`src/rtl/spi_pkg.sv`:
```
// spi_pkg: definitions shared by the SPI receiver, its FIFO and the SPI master.
//   spi_byte_t      : one received byte with its command/data flag
//   RD_*            : bit positions of the fields in the readdata word
//   SPI_SAMPLE_RISING : sampling edge (mode 3 samples on the rising sclk edge)
//   ST_*            : receiver FSM state encodings
//   pack_readdata   : assembles the Avalon readdata word from its fields
package spi_pkg;

    typedef struct packed {
        logic       dc;
        logic [7:0] data;
    } spi_byte_t;

    localparam int unsigned RD_DC        = 8;
    localparam int unsigned RD_VALID     = 9;
    localparam int unsigned RD_OVF       = 10;
    localparam int unsigned RD_COUNT_LSB = 16;

    // Mode 3: sclk idles high, data is sampled on the rising edge.
    localparam logic SPI_SAMPLE_RISING = 1'b1;

    localparam logic [0:0] ST_IDLE  = 1'b0;
    localparam logic [0:0] ST_SHIFT = 1'b1;

    function automatic logic [31:0] pack_readdata(
        input spi_byte_t  head,
        input logic       valid,
        input logic       ovf,
        input logic [7:0] count
    );
        logic [31:0] r;
        r                       = '0;
        r[7:0]                  = head.data;
        r[RD_DC]                = head.dc;
        r[RD_VALID]             = valid;
        r[RD_OVF]               = ovf;
        r[RD_COUNT_LSB +: 8]    = count;
        return r;
    endfunction

endpackage

```
`src/rtl/spi_fifo.sv`:
```
// spi_fifo: synchronous FIFO for received SPI bytes.
//   clk, reset  : clock, synchronous active-high reset
//   push_i/din_i: write request and data; accepted when not full, or when a
//                 pop in the same cycle frees the slot
//   pop_i       : read request; ignored while empty
//   drop_o      : push requested but not accepted (FIFO full, no pop)
//   full_o, empty_o, count_o, head_o : status and the current head entry
module spi_fifo #(
    parameter int unsigned DEPTH = 8,
    parameter int unsigned W     = 9,
    localparam int unsigned AW   = $clog2(DEPTH)
) (
    input  logic          clk,
    input  logic          reset,
    input  logic          push_i,
    input  logic [W-1:0]  din_i,
    input  logic          pop_i,
    output logic          drop_o,
    output logic          full_o,
    output logic          empty_o,
    output logic [AW:0]   count_o,
    output logic [W-1:0]  head_o
);
    import spi_pkg::*;

    logic [W-1:0] mem_q [DEPTH];
    logic [AW:0]  wptr_q, wptr_d;
    logic [AW:0]  rptr_q, rptr_d;
    logic         pop_ok;
    logic         push_ok;

    // Pointers carry one extra wrap bit so full and empty are distinguishable.
    assign empty_o = (wptr_q == rptr_q);
    assign full_o  = (wptr_q[AW] != rptr_q[AW]) &&
                     (wptr_q[AW-1:0] == rptr_q[AW-1:0]);
    assign count_o = wptr_q - rptr_q;
    assign head_o  = mem_q[rptr_q[AW-1:0]];

    // A pop in the same cycle frees the slot the push lands in, so a full
    // FIFO still accepts the push.
    assign pop_ok  = pop_i && !empty_o;
    assign push_ok = push_i && (!full_o || pop_ok);
    assign drop_o  = push_i && !push_ok;

    always_comb begin
        wptr_d = wptr_q;
        rptr_d = rptr_q;
        if (push_ok) wptr_d = wptr_q + 1'b1;
        if (pop_ok)  rptr_d = rptr_q + 1'b1;
    end

    always_ff @(posedge clk) begin
        if (reset) begin
            wptr_q <= '0;
            rptr_q <= '0;
        end else begin
            wptr_q <= wptr_d;
            rptr_q <= rptr_d;
        end
    end

    always_ff @(posedge clk) begin
        if (push_ok) mem_q[wptr_q[AW-1:0]] <= din_i;
    end

endmodule

```
`src/rtl/spislave.sv`:
```
// spislave: SPI mode-3 receiver with an Avalon-MM readable byte FIFO.
// Samples sclk/mosi/csn/dcn from the master through two-flop synchronizers,
// assembles MSB-first bytes tagged with dcn, and queues them.
//   clk, reset : system clock, synchronous active-high reset
//   sclk, mosi, csn, dcn : SPI inputs, asynchronous to clk
//   read       : pops the FIFO head (no effect while empty)
//   write/writedata : writedata[10]=1 clears the sticky overflow flag
//   readdata   : [7:0] head byte, [8] head dc, [9] valid, [10] overflow,
//                [23:16] FIFO count, zero elsewhere; combinational
module spislave #(
    parameter int unsigned DEPTH = 8
) (
    input  logic        clk,
    input  logic        reset,
    input  logic        sclk,
    input  logic        mosi,
    input  logic        csn,
    input  logic        dcn,
    input  logic        read,
    input  logic        write,
    input  logic [31:0] writedata,
    output logic [31:0] readdata
);
    import spi_pkg::*;

    localparam int unsigned AW = $clog2(DEPTH);

    // Synchronizers; reset values match the idle bus (sclk high, csn high).
    logic sclk_m_q, sclk_s_q, sclk_p_q;
    logic csn_m_q,  csn_s_q;
    logic mosi_m_q, mosi_s_q;
    logic dcn_m_q,  dcn_s_q;

    logic [0:0] state_q, state_d;
    logic [2:0] cnt_q,   cnt_d;
    logic [6:0] shift_q, shift_d;
    logic       ovf_q,   ovf_d;

    logic       sclk_edge;
    logic       push;
    spi_byte_t  push_byte;

    logic       fifo_drop;
    logic       fifo_full;
    logic       fifo_empty;
    logic [AW:0] fifo_count;
    logic [8:0] fifo_head;
    spi_byte_t  head_byte;

    logic       unused_wd;
    assign unused_wd = ^{writedata[31:11], writedata[9:0], fifo_full};

    always_ff @(posedge clk) begin
        if (reset) begin
            sclk_m_q <= 1'b1;
            sclk_s_q <= 1'b1;
            sclk_p_q <= 1'b1;
            csn_m_q  <= 1'b1;
            csn_s_q  <= 1'b1;
            mosi_m_q <= 1'b0;
            mosi_s_q <= 1'b0;
            dcn_m_q  <= 1'b1;
            dcn_s_q  <= 1'b1;
        end else begin
            sclk_m_q <= sclk;
            sclk_s_q <= sclk_m_q;
            sclk_p_q <= sclk_s_q;
            csn_m_q  <= csn;
            csn_s_q  <= csn_m_q;
            mosi_m_q <= mosi;
            mosi_s_q <= mosi_m_q;
            dcn_m_q  <= dcn;
            dcn_s_q  <= dcn_m_q;
        end
    end

    assign sclk_edge = SPI_SAMPLE_RISING ? (sclk_s_q && !sclk_p_q)
                                         : (!sclk_s_q && sclk_p_q);

    assign push_byte = '{dc: dcn_s_q, data: {shift_q, mosi_s_q}};

    // In SHIFT the sampling edge is handled before the csn check, so an edge
    // that coincides with csn rising still completes the byte. A csn rise
    // with a partial byte simply resets the counter; nothing is pushed.
    always_comb begin
        state_d = state_q;
        cnt_d   = cnt_q;
        shift_d = shift_q;
        push    = 1'b0;
        case (state_q)
            ST_IDLE: begin
                cnt_d = '0;
                if (!csn_s_q) state_d = ST_SHIFT;
            end
            ST_SHIFT: begin
                if (sclk_edge) begin
                    shift_d = {shift_q[5:0], mosi_s_q};
                    cnt_d   = cnt_q + 3'd1;
                    if (cnt_q == 3'd7) push = 1'b1;
                end
                if (csn_s_q) begin
                    state_d = ST_IDLE;
                    cnt_d   = '0;
                end
            end
        endcase
    end

    // Set has priority over a clear in the same cycle.
    always_comb begin
        ovf_d = ovf_q;
        if (write && writedata[RD_OVF]) ovf_d = 1'b0;
        if (fifo_drop)                  ovf_d = 1'b1;
    end

    always_ff @(posedge clk) begin
        if (reset) begin
            state_q <= ST_IDLE;
            cnt_q   <= '0;
            shift_q <= '0;
            ovf_q   <= 1'b0;
        end else begin
            state_q <= state_d;
            cnt_q   <= cnt_d;
            shift_q <= shift_d;
            ovf_q   <= ovf_d;
        end
    end

    spi_fifo #(
        .DEPTH (DEPTH),
        .W     (9)
    ) u_fifo (
        .clk     (clk),
        .reset   (reset),
        .push_i  (push),
        .din_i   (push_byte),
        .pop_i   (read),
        .drop_o  (fifo_drop),
        .full_o  (fifo_full),
        .empty_o (fifo_empty),
        .count_o (fifo_count),
        .head_o  (fifo_head)
    );

    // The storage array is not reset, so the head is masked while empty.
    assign head_byte = fifo_empty ? spi_byte_t'('0) : spi_byte_t'(fifo_head);
    assign readdata  = pack_readdata(head_byte, !fifo_empty, ovf_q,
                                     8'(fifo_count));

endmodule
```
`config.mk`:
```
export PLATFORM = sky130hd
export DESIGN_NAME = spislave
export DESIGN_NICKNAME = d
export VERILOG_FILES = /design/src/rtl/spi_pkg.sv /design/src/rtl/spi_fifo.sv /design/src/rtl/spislave.sv
export SDC_FILE = /design/constraint.sdc
export NUM_CORES = 1
export LEC_CHECK = 0
export BUFFER_PORTS_ARGS = -buffer_cell sky130_fd_sc_hd__buf_4
export CAP_MARGIN = 30
export CORE_ASPECT_RATIO = 1.75
export CORE_MARGIN = 2
export CORE_UTILIZATION = 60
export DETAILED_ROUTE_END_ITERATION = 6
export GPL_TIMING_DRIVEN = 0
export PLACE_DENSITY = 0.84
export RECOVER_POWER = 50
export SLEW_MARGIN = 20
export SYNTH_ARGS = -nofsm -noshare
export SYNTH_HDL_FRONTEND = slang
export SYNTH_SLANG_ARGS = --single-unit
```
`constraint.sdc`:
```
create_clock -name clk -period 4.6 [get_ports clk]
set_input_delay 0.46 -clock clk [delete_from_list [all_inputs] [get_ports clk]]
set_output_delay 0.46 -clock clk [all_outputs]
set_load 0.02 [all_outputs]
```
==> impl_metrics.toml <==
[die]
core_um2 = 6857
die_area_um2 = 7732
dieHeight_um = 114.8
initial_core_util = 0.6142
io-pin-count = 72
fp-row-count = 40
chipWidth_um = 67.33

[run_status]
outcome = "finished clean"

[detailed_routing]
num_vias = 2312
wl_per_cell_um = 18.09
via_per_inst = 5.531
ant_nets = 0
wl_um = 7561
dr.pass1.iters = 4
drc = 0
drt_iter0_drc = 110

[placed_design]
place_congestion = 0.7312
preCtsSetupSlack_ns = 1.670
dp_hpwl_um = 5033
io_buffers = 22

[logic_synthesis]
yosys_warnings = 0
synth-main-ff-cell = "edfxtp_1"
async_flop_share = 0
syn_inst = 276
synth-seq-area-share = 0.6655
synth-edff-count = 72
ys_seq_elements = 104
synth.cell_area_um2 = 4212
avgSynthCellArea_um2 = 15.26
synth_cell_type_count = 36

[min_path]
hp-class = "in -> reg"
worstHoldStart = "csn"

[global_routing]
grt_pass1_vias = 2325
grt_pass1_wl_um = 11840
grt_remaining_overflow = 0
grt_max_degree = 17
track_usage = 0.2189
antenna_found_initial = 0

[layout]
area_delta_synth_final_pct = 16.01
final-seq-area_um2 = 2803
layout-drive-gt1-share = 0.2994
multi_input_area_um2 = 1259
antennaDiodeCount = 0
nFillCells = 451
final_common_cell = "edfxtp_1"
final_nets = 377
final_cell_mix = "edfxtp_1 (72), buf_4 (40), dfxtp_1 (32), nor2_1 (19)"

[flow_run]
cap_violations = 0

[timing]
grt_setup_unrepaired = "false"
hold_viol = 0
maxSlewViolCount = 0
finalHoldWorstSlack_ns = 0.3040
finalWorstSetupSlack_ns = 1.443
setup_tns_ns = 0
max_freq_mhz = 316.8
fin_crit_ns = 3.157
worst_slew_pin_slew_ns = 0.9412
skew_ns = 0.006759
slew_headroom = 0.3691
post-route-period-util = 0.6863
setup_viol = 0

[critical_path]
worstPathArrival_ns = 2.70
cp_max_fo = 10
worstSetupPathType = "reg -> out"
path_delay_family = "buffers and inverters"
crit_buf_inv = 3
cp-startpoint = "u_fifo.wptr_q[0]$_SDFFE_PP0P_"
worstPathCellList = "inv_1 > ha_1 > and3_1 > nand2_1 > clkbuf_1 > nand3_1 > o21ai_0 > buf_4"
worst_path_largest_cell_delay_ns = 0.48
crit_path_start_kind = "register"
slowest_stage = "dfxtp_1"
r2r-start = "u_fifo.wptr_q[0]$_SDFFE_PP0P_"
critPathCaptureType = "primary output"
cp_data_required_time_ns = 4.14

[cts]
htreeDepth = 3
root_buffer = "clkbuf_16"
clock_latency_ns = 0.34
cts_post_setup_buffers_inserted = 0
cts_buffers = 9
cts_hold_buf = 0
cts_sinks = 104
cts-resized-gates = 0
clock_path_buffers = 2
cts_tree = "done"
clkTransAtPathRegs_ns = 0.06

[power]
ir_worst_vdd_mv = 0.3019
p_per_area_nw_per_um2 = 359.3
p_leak_nw = 1.787
[through the flow]
stage	util	instance area [um2]	total power, mW	std cells
2_1_floorplan	-	4272	1.045	292
5_1_grt	0.7126	4886	1.799	418
3_5_place_dp	0.6712	4602	1.053	402
4_1_cts	0.7137	4893	1.767	418
6_report	0.7126	4886	1.755	418
3_3_place_gp	0.6624	4542	1.052	398
[Yosys cell counts (4+ instances only)]
cell       n  area (um2)
edfxtp_1  72        2162
dfxtp_1   32       640.6
buf_4     20       150.1
nor2_1    19       71.32
inv_1     18       67.56
mux4_2    18       405.4
nand3_1   11       55.05
mux2i_1   10       100.1
o21ai_0   10       50.05
or2_2      8       50.05
ha_1       7       87.58
xnor2_1    6       52.55
a21oi_1    5       25.02
clkbuf_1   5       18.77
nand2_1    5       18.77
nor2b_1    4       25.02
nor3_1     4       20.02
nor4_1     4       25.02
[area by class of cell]
type	count	area share
plain buffers	28	0.03662
clock buffers	14	0.05685
clock inverters	2	0.002817
inverters	18	0.01383
multi-input cells	142	0.2576
flip-flops and latches	104	0.5736
well taps	84	0.02151
repair buffers	26	0.03713
[state kept, by name, summed over array words and instances (netlist names), named ones only]
name / cells
cnt_q: 3
csn_m_q: 1
csn_s_q: 1
dcn_m_q: 1
dcn_s_q: 1
mosi_m_q: 1
mosi_s_q: 1
ovf_q: 1
sclk_m_q: 1
sclk_p_q: 1
sclk_s_q: 1
shift_q: 7
state_q: 1
u_fifo.mem_q: 72
u_fifo.rptr_q: 4
u_fifo.wptr_q: 4
[per-layer routing]
layer | wire length [um] | part of all wire | GRT usage
met1 | 2868 | 0.38 | 0.2422
met2 | 4206 | 0.56 | 0.3980
met3 | 318 | 0.042 | 0.04599
met4 | 168 | 0.022 | 0.08707
met5 | 0 | 0 | 0
[cell families after synthesis]
logic type,Yosys count,synth area share
DFF,104,0.6655
and+or+nand+nor,61,0.07635
buffers and inverters,46,0.05941
muxes,29,0.1236
AOI/OAI and AO/OA,19,0.03030
adders and majority gates,8,0.02555
xor gates and xnor gates,8,0.01842
other,1,0.0008904
[where the power goes]
group          switching (mW)  leakage (nW)  internal (mW)
combinational          0.0208         0.733         0.0169
clock                   0.305         0.146          0.418
sequential            0.00254         0.907          0.993
total                   0.328          1.79           1.43
[worst paths after layout]
| path | depth (start not counted) | endpoint | slack, ns |
|---|---|---|---|
| hold reg to reg | 1 | dcn_s_q$_SDFF_PP1_ | 0.41 |
| setup reg to reg | 6 | u_fifo.mem_q[4][4]$_DFFE_PP_ | 1.66 |
| hold / removal | 2 | csn_m_q$_SDFF_PP1_ | 0.30 |
| setup / recovery | 8 | readdata[1] | 1.44 |
(Power assumes the default switching activity.)
